`src/rtl/phase_timer_pkg.sv`:
```
// Shared definitions for the phase timer and other second-based timing blocks.
package phase_timer_pkg;

  localparam int unsigned DefaultClkHz = 10000;

  typedef enum logic [1:0] {
    StIdle  = 2'd0,
    StRun   = 2'd1,
    StPause = 2'd2
  } phase_state_e;

endpackage

```
`src/rtl/sec_prescaler.sv`:
```
// Divides the system clock down to a one-cycle wrap strobe every CLK_HZ enabled cycles.
module sec_prescaler #(
  parameter int unsigned CLK_HZ = phase_timer_pkg::DefaultClkHz
) (
  input  logic CLK,
  input  logic reset,
  input  logic clear,
  input  logic run,
  output logic wrap
);

  localparam int unsigned PRE_W = (CLK_HZ > 1) ? $clog2(CLK_HZ) : 1;
  localparam logic [PRE_W-1:0] TermCount = PRE_W'(CLK_HZ - 1);

  logic [PRE_W-1:0] count_q, count_d;
  logic             at_term;

  assign at_term = (count_q == TermCount);
  assign wrap    = run && at_term;

  always_comb begin
    count_d = count_q;
    if (clear) begin
      count_d = '0;
    end else if (run) begin
      count_d = at_term ? '0 : count_q + PRE_W'(1);
    end
  end

  always_ff @(posedge CLK or posedge reset) begin
    if (reset) begin
      count_q <= '0;
    end else begin
      count_q <= count_d;
    end
  end

endmodule

```
`src/rtl/phase_timer.sv`:
```
// Programmable seconds timer with pause, abort and reload; pulses finished at expiry.
module phase_timer
  import phase_timer_pkg::*;
#(
  parameter int unsigned CLK_HZ = DefaultClkHz,
  parameter int unsigned SEC_W  = 16
) (
  input  logic             CLK,
  input  logic             reset,
  input  logic             enable,
  input  logic             start,
  input  logic             abort,
  input  logic [SEC_W-1:0] secondsToCount,
  output logic             busy,
  output logic             finished,
  output logic             tick,
  output logic [SEC_W-1:0] remaining
);

  phase_state_e     state_q, state_d;
  logic [SEC_W-1:0] remaining_q, remaining_d;
  logic             finished_q, finished_d;
  logic             tick_q, tick_d;
  logic             active;
  logic             pre_clear;
  logic             pre_run;
  logic             wrap;

  assign active    = (state_q != StIdle);
  assign pre_clear = start || abort;
  assign pre_run   = active && enable;

  sec_prescaler #(
    .CLK_HZ(CLK_HZ)
  ) u_prescaler (
    .CLK  (CLK),
    .reset(reset),
    .clear(pre_clear),
    .run  (pre_run),
    .wrap (wrap)
  );

  always_ff @(posedge CLK or posedge reset) begin
    if (reset) begin
      state_q     <= StIdle;
      remaining_q <= '0;
      finished_q  <= 1'b0;
      tick_q      <= 1'b0;
    end else begin
      state_q     <= state_d;
      remaining_q <= remaining_d;
      finished_q  <= finished_d;
      tick_q      <= tick_d;
    end
  end

  // Priority: start (reload) over abort over normal counting.
  always_comb begin
    state_d     = state_q;
    remaining_d = remaining_q;
    finished_d  = 1'b0;
    tick_d      = 1'b0;
    if (start) begin
      if (secondsToCount != '0) begin
        remaining_d = secondsToCount;
        state_d     = StRun;
      end else begin
        remaining_d = '0;
        finished_d  = 1'b1;
        state_d     = StIdle;
      end
    end else if (abort) begin
      remaining_d = '0;
      state_d     = StIdle;
    end else if (active) begin
      if (enable) begin
        state_d = StRun;
        if (wrap) begin
          tick_d = 1'b1;
          if (remaining_q != '0) begin
            remaining_d = remaining_q - SEC_W'(1);
          end
          if (remaining_q <= SEC_W'(1)) begin
            finished_d = 1'b1;
            state_d    = StIdle;
          end
        end
      end else begin
        state_d = StPause;
      end
    end
  end

  always_comb begin
    busy      = active;
    finished  = finished_q;
    tick      = tick_q;
    remaining = remaining_q;
  end

endmodule
```
`config.mk`:
```
export PLATFORM = sky130hd
export DESIGN_NAME = phase_timer
export DESIGN_NICKNAME = d
export VERILOG_FILES = /design/src/rtl/phase_timer_pkg.sv /design/src/rtl/sec_prescaler.sv /design/src/rtl/phase_timer.sv
export SDC_FILE = /design/constraint.sdc
export NUM_CORES = 1
export LEC_CHECK = 0
export BUFFER_PORTS_ARGS = -buffer_cell sky130_fd_sc_hd__buf_2
export CAP_MARGIN = 20
export CORE_MARGIN = 2
export CORE_UTILIZATION = 47
export CTS_CLUSTER_DIAMETER = 50
export DETAILED_ROUTE_END_ITERATION = 10
export PLACE_DENSITY = 0.7
export SLEW_MARGIN = 30
export SYNTH_ARGS = -nofsm -noshare
export SYNTH_HDL_FRONTEND = slang
export SYNTH_SLANG_ARGS = --single-unit
export TNS_END_PERCENT = 20
```
`constraint.sdc`:
```
create_clock -name CLK -period 3.65 [get_ports CLK]
set_input_delay 1.095 -clock CLK [delete_from_list [all_inputs] [get_ports CLK]]
set_output_delay 1.095 -clock CLK [all_outputs]
set_load 0.02 [all_outputs]
```
==> results by group, run 1 <==
Route
  – Post-DR wirelength/cell: 15.7 um
  – Post-route ant nets: 0
  – Vias per Instance: 5.95
  – Residual DRC: 0
  – DR pass1 iterations: 4
  – Final wirelength: 5130 um
  – DR vias: 1940
  – Number of DRC markers in iteration 0: 166

Critical path
  – FF-to-FF path depth: 6
  – CP endpoint kind: flop
  – Critical path required time: 3.82 ns
  – Worst EP arrival: 2.73 ns
  – Crit path max fanout: 9
  – RR Endpoint: remaining[7]
  – CP startpoint kind: flop
  – Register-to-register setup slack: 1.08 ns
  – Crit Path Category: flop to flop
  – Crit Reg-Reg Startpoint: remaining[2]

Synthesis
  – Seq cells post-synth: 34
  – Syn_area_per_cell: 8.82 sq um
  – Area share of the largest cell type after synthesis: 41.2%
  – Most used DFF post-synth: dfrtp_1
  – Number of synthesized flops with an enable pin: 0
  – Area leader, netlist: dfrtp_1
  – Synth Net Count: 259
  – Synth top area cells: dfrtp_1, nor2_1, nand2_1
  – Yosys warning count: 0
  – Post-synth ARST share: 100%
  – Post-Syn Area: 0.00206 sq mm
  – Yosys cell types: 49
  – Synth Instances: 234
  – Sequential area share after synthesis: 41.2%

Clock network
  – Worst-path clk slew: 0.07 ns
  – Resized cells post-CTS: 0
  – H-tree depth: 2
  – CTS buffer count: 5
  – CTS Buffer Depth: 2
  – Worst-Skew Late Latency: 0.28 ns
  – CTS tree: yes
  – Num Clock Sinks: 34
  – CTS root buf: clkbuf_8
  – Post-CTS Setup Inserts: 0
  – CTS Hold Bufs: 0

Power
  – Internal power: 0.589 mW
  – Pleak: 1.09 nW
  – Pwr Total: 0.855 mW
  – Net Sw Frac: 31.1%
  – Power density cells: 358 mW/mm^2
  – Psw: 0.266 mW
  – Maximum VDD drop: 0.189 mV
  – Clock share of power: 30.3%
  – Part of the power in registers: 49.5%
  – Combinational share of power: 20.3%

Placed design
  – Detailed Place HPWL: 3720 um
  – Final Wtd Congestion: 0.925
  – IO buf count: 39
  – Cells after DPL: 319
  – Area post-placement: 0.00231 sq mm

Final layout
  – Ratio of cells with drive above 1 in the final layout: 22.3%
  – Cell area after layout: 0.00239 sq mm
  – Area taken by multi-input logic gates: 0.00114 sq mm
  – Antenna cells: 0
  – Area Growth Syn to Fin: 15.7%
  – Filler Cells Inserted: 404
  – Non-Filler Instances: 326
  – Layout Nets: 299
  – Register area: 851 sq um

Timing
  – Final setup violation count: 0
  – Worst Max-Slew Pin Slew: 0.859 ns
  – Fin crit share: 70.3%
  – Count of final hold-check violations: 0
  – Clk_skew: 0.00180 ns
  – Unrepaired setup endpoints after global routing: false
  – Max-Slew Margin vs Limit: 42.2%
  – Setup total negative slack: 0 ns
  – Clock period minus worst slack: 2.57 ns
  – Achievable frequency: 390 MHz
  – Max-slew violation count: 0

Min path
  – Min-delay worst type: flop to flop
  – WHS Endpoint: remaining[12]
  – Hold path startpoint: remaining[12]
  – Hold Path Cell Cnt: 1

Run status
  – Status: completed

Floorplanning
  – Die Height: 70.3 um
  – IO Count: 40
  – Initial Util: 48.0%
  – Core area: 0.00429 sq mm
  – Die area: 0.00494 sq mm
  – Site Rows: 24
  – Die Width: 70.3 um

GRT
  – Number of global-route vias before repair: 1702
  – Global Route Usage Sum: 21.9%
  – GRT overflow: 0
  – Initial antenna violation count: 0
  – Global-route wire length before repair: 8440 um
  – Largest net degree at the start of global routing: 35

Run
  – Max Cap Viol: 0
==> layout make-up <==
| cell class | instances | share of cell area, % |
|---|---|---|
| Clock buffer | 5 | 2.88 |
| Clock inverter | 2 | 0.419 |
| Inverter | 8 | 1.26 |
| Multi-Input combinational cell | 182 | 47.6 |
| Sequential cell | 34 | 35.6 |
| Tap cell | 52 | 2.73 |
| Timing Repair Buffer | 43 | 9.43 |
==> sequential cells by signal, indices dropped and copies added, names as in the netlist <==
signal               flops
remaining               16
u_prescaler.count_q     14
state_q                  2
finished                 1
tick                     1
==> how the worst max path moves through the flow <==
stage | start | to
3_5_place_dp | start | u_prescaler.count_q[10]
6_report | remaining[2] | remaining[7]
3_3_place_gp | start | u_prescaler.count_q[11]
4_1_cts | remaining[2] | remaining[7]
5_1_grt | u_prescaler.count_q[5] | remaining[12]
2_1_floorplan | remaining[4] | state_q[0]
==> worst max-delay path, cell delays in order (launching register included) <==
cell and delay (ns):
dfrtp_1 0.47, or3_1 0.43, nor4_1 0.61, a211oi_1 0.27, buf_4 0.23, and3_1 0.16, a221o_1 0.28
==> cell usage after synthesis (all sizes together), types with 3 or more instances <==
cell type,number
or4,4
and4,3
xnor2,7
a22o,4
nand2,24
inv,8
dfrtp,34
or2,3
nor2,28
nand4,11
a31oi,4
o311a,3
or3,4
a21oi,7
clkbuf,9
nand2b,3
nor4,10
nor3,11
ha,4
xor2,5
o21ai,11
nand3,5
==> layer usage <==
metal / routed length, um / up-vias / GRT usage, % / part of all wire (%)
met2: 2300 / 72 / 32.5 / 45
met1: 2410 / 919 / 31.4 / 47
li1: - / 945 / - / -
met4: 46 / 0 / 6.62 / 0.90
met5: 0 / - / 0 / 0
met3: 381 / 4 / 5.48 / 7.4
==> cell families after synthesis <==
kind of cell    Yosys count  share of synthesized area (%)
compound gates           49                           17.0
xor+xnor                 12                           5.09
fa+ha+maj                 4                           2.43
buf+inv                  18                           3.64
flops                    34                           41.2
mux                       3                           1.52
simple gates            114                           29.1
==> placed cells by master, fill, tap and decap left out, drive strengths merged, types with 2 or more instances in the layout <==
cell     count
o21a         2
dfrtp       34
nand3        5
nand2       24
a21oi        7
clkinv       2
and2         2
o311a        3
inv          8
o31ai        2
clkbuf       5
o21ai       11
o211ai       2
or2          3
a2bb2oi      2
xnor2        7
xor2         5
a22o         4
mux2i        2
o211a        2
nor2        28
a22oi        2
nor3        11
nor4        10
buf         43
and4         3
or3          4
nand4       11
ha           4
and3         2
a31oi        4
nand2b       3
or4          4
==> through the flow <==
stage | worst slack, ns | utilization [%] | hold slack, ns
global route | 0.943 | 55.6 | 0.584
detailed placement | 0.807 | 53.8 | 0.537
floorplan | 1.18 | - | 0.478
global placement | 0.876 | 53.8 | 0.529
finish | 1.08 | 55.6 | 0.552
CTS | 1.13 | 55.6 | 0.544
==> power by group through the flow <==
stage	registers (mW)	clock network, mW	logic, mW
finish	0.423	0.259	0.173
global route	0.425	0.285	0.191
CTS	0.422	0.270	0.173
detailed placement	0.429	0	0.172
global placement	0.428	0	0.171
floorplan	0.442	0	0.0998
Note: power is estimated with default switching activity, not from simulation.
==> run 2, diff against run 1 <==
--- a/config.mk
+++ b/config.mk
@@ -5,13 +5,14 @@
 export SDC_FILE = /design/constraint.sdc
 export NUM_CORES = 1
 export LEC_CHECK = 0
+export ABC_AREA = 1
 export BUFFER_PORTS_ARGS = -buffer_cell sky130_fd_sc_hd__buf_2
 export CAP_MARGIN = 20
 export CORE_MARGIN = 2
 export CORE_UTILIZATION = 47
 export CTS_CLUSTER_DIAMETER = 50
 export DETAILED_ROUTE_END_ITERATION = 10
-export PLACE_DENSITY = 0.7
+export PLACE_DENSITY = 0.68
 export SLEW_MARGIN = 30
 export SYNTH_ARGS = -nofsm -noshare
 export SYNTH_HDL_FRONTEND = slang
==> constraint.sdc (replaced) <==
create_clock -name CLK -period 2.4 [get_ports CLK]
set_input_delay 0.72 -clock CLK [delete_from_list [all_inputs] [get_ports CLK]]
set_output_delay 0.72 -clock CLK [all_outputs]
set_load 0.02 [all_outputs]
==> run 2 against run 1 <==
Against the previous run:
- synthesized area rose by 17%
- synthesized cell count rose by 55%
- critical path depth rose by 4
- clock power rose by 75%
- largest cell class unchanged
- highest routed layer unchanged
==> results by group, run 2 <==
Run status
  – Status: completed

Placed design
  – Final Wtd Congestion: 0.872
  – Cells after DPL: 470
  – Place WS: 0.334 ns
  – Detailed Place HPWL: 4530 um
  – IO buf count: 39

Floorplanning
  – Die Width: 75.7 um
  – IO Count: 40
  – Die area: 0.00574 sq mm
  – Die Height: 75.7 um
  – Site Rows: 26
  – Core area: 0.00504 sq mm
  – Initial Util: 48.0%

Clock network
  – H-tree depth: 2
  – Post-CTS Setup Inserts: 0
  – Worst-Skew Late Latency: 0.29 ns
  – CTS buffer count: 5
  – CTS Buffer Depth: 2
  – Worst-path clk slew: 0.07 ns
  – CTS Hold Bufs: 0
  – Resized cells post-CTS: 0
  – Num Clock Sinks: 34
  – CTS tree: yes
  – CTS root buf: clkbuf_8

Route
  – DR pass1 iterations: 4
  – Vias per Instance: 4.99
  – DR vias: 2385
  – Number of DRC markers in iteration 0: 132
  – Final wirelength: 5940 um
  – Post-DR wirelength/cell: 12.4 um
  – Post-route ant nets: 0
  – Residual DRC: 0

Synthesis
  – Area leader, netlist: dfrtp_1
  – Most common cell in the synthesized netlist: nand2_1
  – Yosys warning count: 0
  – Synth top area cells: dfrtp_1, nand2_1, nor2_1
  – Synth Net Count: 388
  – Sequential area share after synthesis: 35.2%
  – Post-Syn Area: 0.00242 sq mm
  – Yosys cell types: 29
  – Number of synthesized flops with an enable pin: 0
  – Top cells by count, synth: nand2_1, nor2_1, inv_1, dfrtp_1, nand3_1
  – Synth Instances: 363
  – Most used DFF post-synth: dfrtp_1
  – Seq cells post-synth: 34
  – Area share of the largest cell type after synthesis: 35.2%
  – Post-synth ARST share: 100%
  – Syn_area_per_cell: 6.66 sq um

Min path
  – Min-delay worst type: primary input to asynchronous set/reset pin

GRT
  – Largest net degree at the start of global routing: 35
  – Initial antenna violation count: 0
  – GRT overflow: 0
  – Number of global-route vias before repair: 2506
  – Global Route Usage Sum: 24.2%
  – Global-route wire length before repair: 10700 um

Final layout
  – Final design utilization: 55.1%
  – Non-Filler Instances: 478
  – Filler Cells Inserted: 511
  – Most frequent cells in the layout: nand2_1, nor2_1, inv_1
  – Commonest non-fill, non-tap cell in the layout: nand2_1
  – Ratio of cells with drive above 1 in the final layout: 18.9%
  – Area Growth Syn to Fin: 14.8%
  – Antenna cells: 0
  – Largest register FFs: 16
  – Layout Nets: 432

Timing
  – Count of final hold-check violations: 0
  – Clk_skew: 0.00537 ns
  – Unrepaired setup endpoints after global routing: false
  – Final setup violation count: 0
  – Setup total negative slack: 0 ns
  – Clock period minus worst slack: 1.83 ns
  – Setup WS post-layout: 0.566 ns
  – Max-Slew Margin vs Limit: 70.3%
  – Worst Max-Slew Pin Slew: 0.445 ns
  – Fin crit share: 76.4%
  – Hold Slack: 0.517 ns
  – Achievable frequency: 545 MHz
  – Max-slew violation count: 0

Critical path
  – Critical path required time: 2.59 ns
  – Worst EP arrival: 2.02 ns
  – Crit Path Category: flop to flop
  – CP startpoint kind: flop
  – Critical Path, Cell by Cell: ha_1 -> nand3_2 -> nor2_2 -> nand2_2 -> nand2_2 -> nand2_4 -> nor2_8 -> inv_2 -> nand2_1 -> nand2_1
  – CP endpoint kind: flop
  – Crit path largest cell delay: 0.38 ns
  – Crit path max fanout: 22
  – Cell family with most CP delay: simple AND/OR/NAND/NOR gates
  – WP buf/inv: 1
  – CP max-delay cell: dfrtp_1
  – Register-to-register setup slack: 0.57 ns

Power
  – Pleak: 1.45 nW
  – Power density cells: 574 mW/mm^2
  – Maximum VDD drop: 0.308 mV

Run
  – Max Cap Viol: 0
==> run 2: cell count changes after synthesis, moves of 8 or more <==
cell      delta
nor2_1      +22
o21ai_0      +9
nand3_1     +24
nand2_1     +85
nor4_1      -10
inv_1       +38
clkbuf_1     -8
==> run 2: metal layers <==
layer | global-route usage, % | part of all wire, % | up-vias
li1 | - | - | 1234
met1 | 29.8 | 46 | 1099
met2 | 42.7 | 49 | 41
met3 | 2.91 | 3.6 | 11
met4 | 10.3 | 1.7 | 0
met5 | 0 | 0 | -
==> run 2: cell families (layout without fill, tap and decap cells) <==
kind of cell / count (synthesis) / in the layout / share of synthesized area (%)
adder cells (fa/ha/maj): 4 / 4 / 2.07
AND/OR/NAND/NOR: 224 / 224 / 41.3
AO/OA/AOI/OAI: 40 / 40 / 9.83
XOR/XNOR: 6 / 6 / 2.17
buffers and inverters: 55 / 100 / 9.47
flip-flops: 34 / 34 / 35.2
==> run 2: final timing paths <==
path                                         from                 endpoint  cells past startpoint
setup / recovery           u_prescaler.count_q[1]             remaining[4]                     10
hold / removal                              reset  u_prescaler.count_q[11]                      3
setup reg to reg           u_prescaler.count_q[1]             remaining[4]                     10
hold reg to reg            u_prescaler.count_q[1]   u_prescaler.count_q[1]                      2
max in group asynchronous                   reset             remaining[1]                      3
min in group CLK           u_prescaler.count_q[1]   u_prescaler.count_q[1]                      2
==> run 2: stage by stage <==
stage               total power, mW  instance area, sq um
floorplan                      1.02                  2420
global placement               1.15                  2690
detailed placement             1.15                  2690
CTS                            1.61                  2780
global route                   1.70                  2780
finish                         1.59                  2780
==> run 2: worst reg2reg max path, stage by stage (launching register included) <==
cell and delay, ns:
dfrtp_1 0.38, ha_1 0.21, nand3_2 0.14, nor2_2 0.17, nand2_2 0.09, nand2_2 0.08, nand2_4 0.07, nor2_8 0.34
inv_2 0.13, nand2_1 0.09, nand2_1 0.05
==> run 2: final cells by class <==
type                            instances  area (sq um)  share of cell area [%]
Clock buffer                            7          86.3                    3.11
Sequential cell                        34           851                    30.6
Tap cell                               70          87.6                    3.15
Timing Repair Buffer                   43           225                    8.11
Multi-Input combinational cell        274          1340                    48.2
Inverter                               49           184                    6.62
Clock inverter                          1          5.00                   0.180
==> run 2: power by group <==
part	internal, mW	switching (mW)
Sequential	0.621	0.0642
Combinational	0.152	0.303
Clock	0.232	0.222
